===== src/rtl/c2_serial_decoder_pkg.sv =====
// Shared definitions for the two's-complement encoder/decoder pair.
package c2_serial_decoder_pkg;

    // Default word width for both directions of the conversion.
    localparam int C2_WIDTH = 5;

    // Controller state encodings, shared with the encoder.
    localparam logic [1:0] C2_IDLE  = 2'd0;
    localparam logic [1:0] C2_SHIFT = 2'd1;
    localparam logic [1:0] C2_DONE  = 2'd2;

    typedef enum logic [1:0] {
        ST_IDLE  = C2_IDLE,
        ST_SHIFT = C2_SHIFT,
        ST_DONE  = C2_DONE
    } c2_state_e;

endpackage


===== src/rtl/c2_serial_decoder_bit_cell.sv =====
// One bit of the serial two's-complement negation: copy bits up to and
// including the first 1, invert every bit after it. Positive words pass through.
module c2_bit_cell (
    input  logic b,
    input  logic sign,
    input  logic seen_one,
    output logic m,
    output logic seen_next
);

    // Invert only once a 1 has already been passed on a negative word.
    always_comb begin
        m         = (sign && seen_one) ? ~b : b;
        seen_next = seen_one | b;
    end

endmodule


===== src/rtl/c2_serial_decoder.sv =====
// Bit-serial two's-complement to sign-magnitude decoder.
//
//   state | meaning
//   ------+--------------------------------------------------------------
//   IDLE  | in_ready high, waiting for a word
//   SHIFT | converting one bit per clock, LSB first, WIDTH clocks total
//   DONE  | result held on out_* with out_valid high until out_ready
module c2_serial_decoder
    import c2_serial_decoder_pkg::*;
#(
    parameter int WIDTH = C2_WIDTH
) (
    input  logic             clk,
    input  logic             reset,
    input  logic             in_valid,
    output logic             in_ready,
    input  logic [WIDTH-1:0] in_data,
    output logic             out_valid,
    input  logic             out_ready,
    output logic             out_sign,
    output logic [WIDTH-1:0] out_mag,
    output logic             out_ovf
);

    localparam int CW = (WIDTH > 1) ? $clog2(WIDTH) : 1;
    localparam logic [CW-1:0] CNT_LAST = CW'(WIDTH - 1);

    c2_state_e        state_q, state_d;
    logic [WIDTH-1:0] shreg_q, shreg_d;
    logic [WIDTH-1:0] mag_q, mag_d;
    logic [CW-1:0]    cnt_q, cnt_d;
    logic             seen_q, seen_d;
    logic             sign_q, sign_d;
    logic             ovf_q, ovf_d;
    logic             valid_q, valid_d;
    logic             m;
    logic             seen_next;

    c2_bit_cell u_bit_cell (
        .b         (shreg_q[0]),
        .sign      (sign_q),
        .seen_one  (seen_q),
        .m         (m),
        .seen_next (seen_next)
    );

    // Next-state and datapath update for the accept / shift / hold sequence.
    always_comb begin
        state_d = state_q;
        shreg_d = shreg_q;
        mag_d   = mag_q;
        cnt_d   = cnt_q;
        seen_d  = seen_q;
        sign_d  = sign_q;
        ovf_d   = ovf_q;
        valid_d = valid_q;
        case (state_q)
            ST_IDLE: begin
                if (in_valid) begin
                    shreg_d = in_data;
                    sign_d  = in_data[WIDTH-1];
                    mag_d   = '0;
                    ovf_d   = 1'b0;
                    seen_d  = 1'b0;
                    cnt_d   = '0;
                    state_d = ST_SHIFT;
                end
            end
            ST_SHIFT: begin
                shreg_d = shreg_q >> 1;
                mag_d   = {m, mag_q[WIDTH-1:1]};
                seen_d  = seen_next;
                cnt_d   = cnt_q + 1'b1;
                if (cnt_q == CNT_LAST) begin
                    // Most negative word: all lower bits were 0 and the MSB is 1.
                    ovf_d   = sign_q & ~seen_q & shreg_q[0];
                    valid_d = 1'b1;
                    state_d = ST_DONE;
                end
            end
            ST_DONE: begin
                if (out_ready) begin
                    valid_d = 1'b0;
                    state_d = ST_IDLE;
                end
            end
            default: begin
                state_d = ST_IDLE;
            end
        endcase
    end

    // State and datapath registers, cleared asynchronously.
    always_ff @(posedge clk or posedge reset) begin
        if (reset) begin
            state_q <= ST_IDLE;
            shreg_q <= '0;
            mag_q   <= '0;
            cnt_q   <= '0;
            seen_q  <= 1'b0;
            sign_q  <= 1'b0;
            ovf_q   <= 1'b0;
            valid_q <= 1'b0;
        end else begin
            state_q <= state_d;
            shreg_q <= shreg_d;
            mag_q   <= mag_d;
            cnt_q   <= cnt_d;
            seen_q  <= seen_d;
            sign_q  <= sign_d;
            ovf_q   <= ovf_d;
            valid_q <= valid_d;
        end
    end

    // Output decode.
    always_comb begin
        in_ready  = (state_q == ST_IDLE);
        out_valid = valid_q;
        out_sign  = sign_q;
        out_mag   = mag_q;
        out_ovf   = ovf_q;
    end

endmodule


===== config.mk =====
export PLATFORM = sky130hd
export DESIGN_NAME = c2_serial_decoder
export DESIGN_NICKNAME = d
export VERILOG_FILES = /design/src/rtl/c2_serial_decoder_pkg.sv /design/src/rtl/c2_serial_decoder_bit_cell.sv /design/src/rtl/c2_serial_decoder.sv
export SDC_FILE = /design/constraint.sdc
export NUM_CORES = 1
export LEC_CHECK = 0
export CAP_MARGIN = 5
export CORE_UTILIZATION = 41
export DETAILED_ROUTE_END_ITERATION = 12
export GPL_ROUTABILITY_DRIVEN = 0
export PLACE_DENSITY = 0.7
export REMOVE_ABC_BUFFERS = 1
export SLEW_MARGIN = 20
export SYNTH_ARGS = -nofsm -noshare
export SYNTH_HDL_FRONTEND = slang
export SYNTH_SLANG_ARGS = --single-unit

===== constraint.sdc =====
create_clock -name clk -period 2.1 [get_ports clk]
set_input_delay 0.21 -clock clk [delete_from_list [all_inputs] [get_ports clk]]
set_output_delay 0.21 -clock clk [all_outputs]
set_load 0.1 [all_outputs]

==> results of run 1 <==
-- stage by stage --
stage	cell area (um2)	setup slack [ns]	hold WS [ns]	util (%)
floorplan	820	0.221	0.161	-
global placement	1010	0.637	0.479	51.9
detailed placement	1010	0.598	0.476	51.9
CTS	1040	0.529	0.323	53.4
global route	1040	0.486	0.395	53.4
finish	1040	0.526	0.312	53.4
-- cell families (layout without fill, tap and decap cells) --
group	count (synthesis)	count (layout)	synth area share, %
buffers and inverters	9	27	5.33
adder cells (fa/ha/maj)	2	2	2.96
AO/OA/AOI/OAI	23	23	19.7
flip-flops	19	19	56.2
multiplexers	3	3	3.99
XOR/XNOR	1	1	1.04
AND/OR/NAND/NOR	20	20	10.8
-- final cells by class --
| type | instances | area (um2) |
|---|---|---|
| Tap cell | 27 | 33.8 |
| Multi-Input combinational cell | 49 | 325 |
| Clock buffer | 3 | 22.5 |
| Inverter | 5 | 18.8 |
| Sequential cell | 19 | 475 |
| Fill cell | 181 | 906 |
| Timing Repair Buffer | 18 | 155 |
| Clock inverter | 1 | 5.00 |
-- cells in the final DEF, fill, tap and decap left out --
cell type                         netlist  routed
sky130_fd_sc_hd__o21ai_0                7       7
sky130_fd_sc_hd__nor2_2                 1       1
sky130_fd_sc_hd__nor2b_1                4       4
sky130_fd_sc_hd__and3_2                 1       1
sky130_fd_sc_hd__a32o_1                 2       2
sky130_fd_sc_hd__ha_1                   2       2
sky130_fd_sc_hd__xnor2_1                1       1
sky130_fd_sc_hd__mux2_2                 3       3
sky130_fd_sc_hd__a21oi_1                1       1
sky130_fd_sc_hd__dfrtp_1               19      19
sky130_fd_sc_hd__clkdlybuf4s50_1        0       8
sky130_fd_sc_hd__nand2_1               10      10
sky130_fd_sc_hd__clkbuf_4               0       3
sky130_fd_sc_hd__inv_1                  5       5
sky130_fd_sc_hd__o21bai_1               2       2
sky130_fd_sc_hd__a22oi_1                4       4
sky130_fd_sc_hd__nor2_1                 4       4
sky130_fd_sc_hd__buf_4                  3      10
sky130_fd_sc_hd__clkinv_2               0       1
sky130_fd_sc_hd__a22o_1                 7       7
-- state kept, by name, indices dropped and copies added, names as in the netlist --
register and cells:
out_mag 5, shreg_q 5, cnt_q 3, state_q 2, out_ovf 1, out_sign 1, out_valid 1, seen_q 1
-- final timing paths --
| path | slack [ns] | cells past startpoint | end |
|---|---|---|---|
| min in group clk | 0.51 | 2 | shreg_q[3] |
| max reg2reg | 0.77 | 3 | cnt_q[2] |
| min reg2reg | 0.51 | 2 | shreg_q[3] |
| max | 0.53 | 2 | in_ready |
| max in group asynchronous | 1.33 | 2 | out_ovf |
| min | 0.31 | 2 | out_mag[0] |
-- layer usage --
metal / global-route usage (%) / vias up / part of all wire (%)
met3: 6.04 / 5 / 5.9
met2: 20.8 / 14 / 44
met5: 0 / - / 0
met1: 20.2 / 295 / 48
li1: - / 308 / -
met4: 6.86 / 0 / 1.7
-- worst reg2reg max path, stage by stage (launching register included) --
cell and delay [ns]:
sky130_fd_sc_hd__dfrtp_1 0.54, sky130_fd_sc_hd__o21bai_1 0.25, sky130_fd_sc_hd__buf_4 0.20, sky130_fd_sc_hd__a22o_1 0.23
==> metrics.txt, run 1 <==
status=completed; routed vias=622; Tightest Pin Transition=approximately 0.73 ns; number of routed nets with antenna violations=0; biggest area consumer among synthesized cells=sky130_fd_sc_hd__dfrtp_1; overall routing resource usage=around 15%; number of buffer and inverter stages on the critical path=1; Synth async-reset ratio=100%; critical path fanouts, max=13; clock tree from TritonCTS=built; ordered cell list for the critical path=nor2_2 -> buf_4; Die Height=47.4 um; critical path start-end classification=flip-flop to output pin; skew final=about 0.0029 ns; element type at the critical path start=flip-flop; biggest cell delay along the critical path=0.54 ns; initial antenna violation count=0; data required time at the worst endpoint=1.89 ns; Critical Path Start=state_q[1]; clock buffer count from CTS=3; total instance count after detailed placement=118; I/O pin total=18; mean area per synthesized cell=11.0 um2; most area-consuming cells after synthesis=sky130_fd_sc_hd__dfrtp_1 56%, sky130_fd_sc_hd__a22o_1 7.2%, sky130_fd_sc_hd__nand2_1 4.4%; setup repair after global routing missed its margin=no; Die ar.=approximately 2200 um2; #FFs+latches synth=19; clock-pin slew on the worst setup and hold paths=0.11 ns; total iterations of the first detailed-routing run=4; Diodes inserted=0; vias in the first global route=486; row count=16; routed wire length per instance=approximately 12 um; Crit path arrival time=1.36 ns; Post-Syn Instances=77; share of the clock period used by the worst path after layout=between 70% and 80%; number of hold-repair buffers added at the cts stage=0; area of the core=1940 um2; ratio of cells with drive above 1 in the final layout=20.0%; top flip-flop cell by instance count after synthesis=sky130_fd_sc_hd__dfrtp_1; Fmax achieved=635 MHz; critical-path cell with the highest stage delay=sky130_fd_sc_hd__dfrtp_1; Area growth syn-to-layout=22.5%; Post-CTS Setup Inserts=0; most instantiated library cell after synthesis=sky130_fd_sc_hd__dfrtp_1; number of remaining DRC errors=0; sort of element at the end of the critical path=output pin; post-detail-place hpwl=between 1000 and 1500 um; wire length after detailed routing=1520 um; worst relative slew slack=just over 50%; overall overflow remaining after global route=0; pin count of the biggest net entering global routing=20; via density per instance=slightly above 5; Max-cap violations=0; Final Hold Viols=0; type of the worst min-delay path=input port to async pin; Clock Tree Root=sky130_fd_sc_hd__clkbuf_4; cell family contributing the most delay on the critical path=flip-flops; post-synthesis sequential area ratio=56.2%; Syn Std Cell Area=846 um2; clk buf depth=2; Tmin final=1.57 ns; post-route insts no fill=122; global-route wire length before repair=2220 um; final setup fails=0; top-area cell type share of the netlist area=56.2%; Ys Warns=0; number of pins with negative max-slew slack in the final report=0; die width=between 40 and 50 um; launch point of the worst reg-to-reg path=state_q[1]; depth of the CTS H-tree=1; number of synthesized flops with an enable pin=0; Resized Gates After CTS=0; Initial Util=43.6%; Skew-Pair Late Insertion Delay=0.30 ns; most frequent cells after synthesis=19 x sky130_fd_sc_hd__dfrtp_1, 10 x sky130_fd_sc_hd__nand2_1, 7 x sky130_fd_sc_hd__a22o_1, 7 x sky130_fd_sc_hd__o21ai_0, 5 x sky130_fd_sc_hd__inv_1; library cells used by synthesis=18; total negative slack for setup checks=0 ns; TritonCTS sink count=19; nets@finish=107; count of routing violations after the opening detailed-route iteration=2; number of buffers inserted by port buffering=17
Power of run 1 is not shown: default switching activity piles up to over one toggle a cycle in this logic, so the estimate is an artifact.
==> run 2, diff against run 1 <==
==> constraint.sdc (replaced) <==
create_clock -name clk -period 1.5 [get_ports clk]
set_input_delay 0.15 -clock clk [delete_from_list [all_inputs] [get_ports clk]]
set_output_delay 0.15 -clock clk [all_outputs]
set_load 0.1 [all_outputs]
==> metrics.txt, run 2 (synthesized netlist as in run 1, its figures left out) <==
Fmax achieved=690 MHz; overall routing resource usage=16.7% (+1.8 points); Area growth syn-to-layout=37.6%; Crit path arrival time=1.30 ns (-0.06 ns); critical path fanouts, max=13 (unchanged); sort of element at the end of the critical path=output pin; final worst slack=0.0514 ns (-0.475 ns); met1 Track Usage GR=22.9% (+2.8 points); post-detail-place hpwl=1150 um (+8.4%); area of the core=1940 um2 (unchanged); most frequent cells in the layout=19 x sky130_fd_sc_hd__dfrtp_1, 10 x sky130_fd_sc_hd__nand2_1, 9 x sky130_fd_sc_hd__buf_12, 8 x sky130_fd_sc_hd__clkdlybuf4s50_1; data required time at the worst endpoint=1.35 ns (-0.54 ns); setup repair after global routing missed its margin=no; vias in the first global route=547 (+13%); row count=16 (unchanged); number of hold-repair buffers added at the cts stage=0 (unchanged); Die Height=47.4 um (unchanged); ordered cell list for the critical path=nor2_2 -> buf_12; placed cell areas=1140 um2 (+13%); wire length after detailed routing=1620 um (+6.5%); Tightest Pin Transition=0.524 ns (-0.202 ns); pin count of the biggest net entering global routing=20 (unchanged); clock buffer count from CTS=3 (unchanged); TritonCTS sink count=19 (unchanged); overall overflow remaining after global route=0 (unchanged); post-route insts no fill=124 (+1.6%); global-route wire length before repair=2530 um (+14%); critical path start-end classification=flip-flop to output pin; clk buf depth=2 (unchanged); Resized Gates After CTS=0 (unchanged); routed vias=628 (+0.96%); element type at the critical path start=flip-flop; Final Hold Viols=0 (unchanged); depth of the CTS H-tree=1 (unchanged); met2 demand-to-capacity share in global routing=24.9% (+4.1 points); Skew-Pair Late Insertion Delay=0.30 ns (about the same); routed wire length per instance=13.1 um (+4.8%); type of the worst min-delay path=input port to async pin; count of routing violations after the opening detailed-route iteration=8 (+6); Max-cap violations=0 (unchanged); Die ar.=2250 um2 (unchanged); Clock Tree Root=sky130_fd_sc_hd__clkbuf_4; die width=47.4 um (unchanged); Initial Util=43.6% (unchanged); total iterations of the first detailed-routing run=4 (unchanged); biggest cell delay along the critical path=0.55 ns (about the same); met3 usage in global routing=3.40% (-2.6 points); number of routed nets with antenna violations=0 (unchanged); final setup fails=0 (unchanged); Diodes inserted=0 (unchanged); finished layout cell area=1160 um2 (+12%); most common library cell in the layout ignoring fill and taps=sky130_fd_sc_hd__dfrtp_1; I/O pin total=18 (unchanged); fill cell total of the finished layout=159 (-12%); status=completed; number of buffers inserted by port buffering=17 (unchanged); clock-pin slew on the worst setup and hold paths=0.11 ns (about the same); initial antenna violation count=0 (unchanged); critical-path cell with the highest stage delay=sky130_fd_sc_hd__dfrtp_1; number of remaining DRC errors=0 (unchanged); share of the clock period used by the worst path after layout=96.6%; clock tree from TritonCTS=built; skew final=0.00399 ns (+0.00113 ns); pre-CTS setup slack=0.0537 ns (-0.545 ns); ratio of cells with drive above 1 in the final layout=21.6% (+1.6 points); nets@finish=109 (+1.9%); worst relative slew slack=65.0% (+13 points); total instance count after detailed placement=120 (+1.7%); Post-CTS Setup Inserts=0 (unchanged); number of pins with negative max-slew slack in the final report=0 (unchanged); Tmin final=1.45 ns; busiest metal layer after global routing=met2; via density per instance=5.06 (-0.66%); utilization after layout=59.9% (+6.6 points); worst setup slack for register-to-register paths=0.11 ns (-0.66 ns)
-- run 2: changes by cell type in the layout (fill, tap and decap cells not counted) --
cell	delta
sky130_fd_sc_hd__buf_12	+9
sky130_fd_sc_hd__buf_4	-7
-- run 2: worst paths after layout --
kind,from,endpoint,cells after the start
max in group asynchronous,reset,cnt_q[1],3
min reg2reg,shreg_q[3],shreg_q[3],2
max,state_q[0],in_ready,2
max reg2reg,state_q[0],cnt_q[1],2
min in group clk,in_data[4],out_sign,2
min,reset,out_mag[4],3
-- run 2: routing by layer --
layer / vias up / part of all wire (%)
met1: 302 / 50
met3: 4 / 3.6
li1: 309 / -
met4: 0 / 2.2
met5: - / 0
met2: 13 / 44
-- run 2: area by class of cell --
class / instances / area, um2 / area share (%)
clock buffers: 3 / 22.5 / 1.94
multi-input cells: 49 / 325 / 28.0
well taps: 27 / 33.8 / 2.90
inverters: 5 / 18.8 / 1.61
flip-flops and latches: 19 / 475 / 40.9
clock inverters: 1 / 5.00 / 0.430
repair buffers: 20 / 283 / 24.3
-- run 2: per-stage QoR --
stage                     TNS (ns)  hold WS, ns
after global placement           0        0.480
after global routing             0        0.179
final                            0        0.150
after CTS                        0        0.158
after detailed placement         0        0.482
after floorplan             -0.573        0.101
-- run 2: worst max-delay path: cells and delay by family (launching register included) --
family	cells	cell delay (ns)
buffers and inverters	1	0.21
DFF	1	0.55
and+or+nand+nor	1	0.25
Power of run 2 is left out for the same reason.
==> run 3, diff against run 2 <==
--- a/config.mk
+++ b/config.mk
@@ -9,6 +9,7 @@
 export CORE_UTILIZATION = 41
 export DETAILED_ROUTE_END_ITERATION = 12
 export GPL_ROUTABILITY_DRIVEN = 0
+export MAX_ROUTING_LAYER = met4
 export PLACE_DENSITY = 0.7
 export REMOVE_ABC_BUFFERS = 1
 export SLEW_MARGIN = 20
==> constraint.sdc (replaced) <==
create_clock -name clk -period 1.8 [get_ports clk]
set_input_delay 0.18 -clock clk [delete_from_list [all_inputs] [get_ports clk]]
set_output_delay 0.18 -clock clk [all_outputs]
set_load 0.1 [all_outputs]
==> metrics.txt, run 3 (synthesized netlist as in run 1, its figures left out) <==
wire length after detailed routing=1540 um (-5.1%); number of remaining DRC errors=0 (unchanged); depth of the CTS H-tree=1 (unchanged); clock tree from TritonCTS=built; number of routed nets with antenna violations=0 (unchanged); Resized Gates After CTS=0 (unchanged); overall overflow remaining after global route=0 (unchanged); Clock Tree Root=sky130_fd_sc_hd__clkbuf_4; total negative slack for setup checks=0 ns (unchanged); share of the clock period used by the worst path after layout=81.1%; area of the core=1940 um2 (unchanged); number of hold-repair buffers added at the cts stage=0 (unchanged); number of buffers inserted by port buffering=17 (unchanged); count of routing violations after the opening detailed-route iteration=8 (unchanged); clock buffer count from CTS=3 (unchanged); clk buf depth=2 (unchanged); pre-CTS setup slack=0.304 ns (+0.250 ns); Final Hold Viols=0 (unchanged); I/O pin total=18 (unchanged); Crit path arrival time=1.28 ns (-0.02 ns); number of buffer and inverter stages on the critical path=1 (unchanged); cell family contributing the most delay on the critical path=flip-flops; ordered cell list for the critical path=nor2_2 -> buf_12; vias in the first global route=501 (-8.4%); post-detail-place hpwl=1050 um (-8.2%); pin count of the biggest net entering global routing=20 (unchanged); element type at the critical path start=flip-flop; Area growth syn-to-layout=24.7%; total iterations of the first detailed-routing run=4 (unchanged); status=completed; Initial Util=43.6% (unchanged); via density per instance=4.96 (-2.1%); most common library cell in the layout ignoring fill and taps=sky130_fd_sc_hd__dfrtp_1; tightest hold margin=0.186 ns (+0.0353 ns); final worst slack=0.340 ns (+0.288 ns); skew final=0.0109 ns (+0.00687 ns); Tmin final=roughly 1.5 ns; number of pins with negative max-slew slack in the final report=0 (unchanged); clock-pin slew on the worst setup and hold paths=0.11 ns (about the same); Post-CTS Setup Inserts=0 (unchanged); biggest cell delay along the critical path=0.53 ns (-0.02 ns); global-route wire length before repair=2220 um (-12%); row count=16 (unchanged); critical path start-end classification=flip-flop to output pin; Fmax achieved=685 MHz; type of the worst min-delay path=input port to async pin; Die Height=47.4 um (unchanged); sort of element at the end of the critical path=output pin; data required time at the worst endpoint=1.62 ns (+0.27 ns); initial antenna violation count=0 (unchanged); routed wire length per instance=12.5 um (-4.3%); Skew-Pair Late Insertion Delay=0.29 ns (about the same); worst relative slew slack=68.0% (+3.0 points); Max-cap violations=0 (unchanged); most frequent cells in the layout=19 x sky130_fd_sc_hd__dfrtp_1, 10 x sky130_fd_sc_hd__nand2_1, 10 x sky130_fd_sc_hd__buf_4, 8 x sky130_fd_sc_hd__clkdlybuf4s50_1; utilization after layout=54.3% (-5.6 points); Die ar.=2250 um2 (unchanged); routed vias=610 (-2.9%); Tightest Pin Transition=0.478 ns (-0.0454 ns); Diodes inserted=0 (unchanged); overall routing resource usage=15.0% (-1.7 points); final setup fails=0 (unchanged); TritonCTS sink count=19 (unchanged); critical path fanouts, max=13 (unchanged); setup repair after global routing missed its margin=no; die width=47.4 um (unchanged); nets@finish=108 (-0.92%); ratio of cells with drive above 1 in the final layout=19.8% (-1.9 points); critical-path cell with the highest stage delay=sky130_fd_sc_hd__dfrtp_1
## run 3: area by class of cell
class | count | area (um2)
flip-flops and latches | 19 | 475
clock buffers | 4 | 26.3
multi-input cells | 49 | 325
well taps | 27 | 33.8
inverters | 5 | 18.8
fillers | 170 | 887
repair buffers | 19 | 175
## run 3: worst min-delay path, delay by kind of cell
family                 cells  cell delay [ns]
buffers and inverters      3             0.69
## run 3: metrics by stage
step	std cells	cell area [um2]
2_1_floorplan	73	820
3_3_place_gp	119	1030
3_5_place_dp	119	1030
4_1_cts	123	1050
5_1_grt	123	1050
6_report	123	1050
## run 3: path summary, 6_finish.rpt
kind	startpoint	end	slack (ns)	cells past startpoint
hold reg to reg	out_mag[0]	out_mag[0]	0.51	1
max in group asynchronous	reset	state_q[1]	1.41	3
setup reg to reg	state_q[0]	cnt_q[1]	0.46	2
setup / recovery	state_q[1]	in_ready	0.34	2
hold / removal	reset	out_mag[4]	0.19	3
min in group clk	out_mag[0]	out_mag[0]	0.51	1
## run 3: metal layers
layer / vias to the layer above / track usage [%] / wire (um)
met1: 289 / 20.8 / 805
met3: 2 / 3.40 / 55
met5: - / - / 0
li1: 308 / - / -
met2: 11 / 19.7 / 665
met4: 0 / 8.57 / 14
Power of run 3 is left out for the same reason.
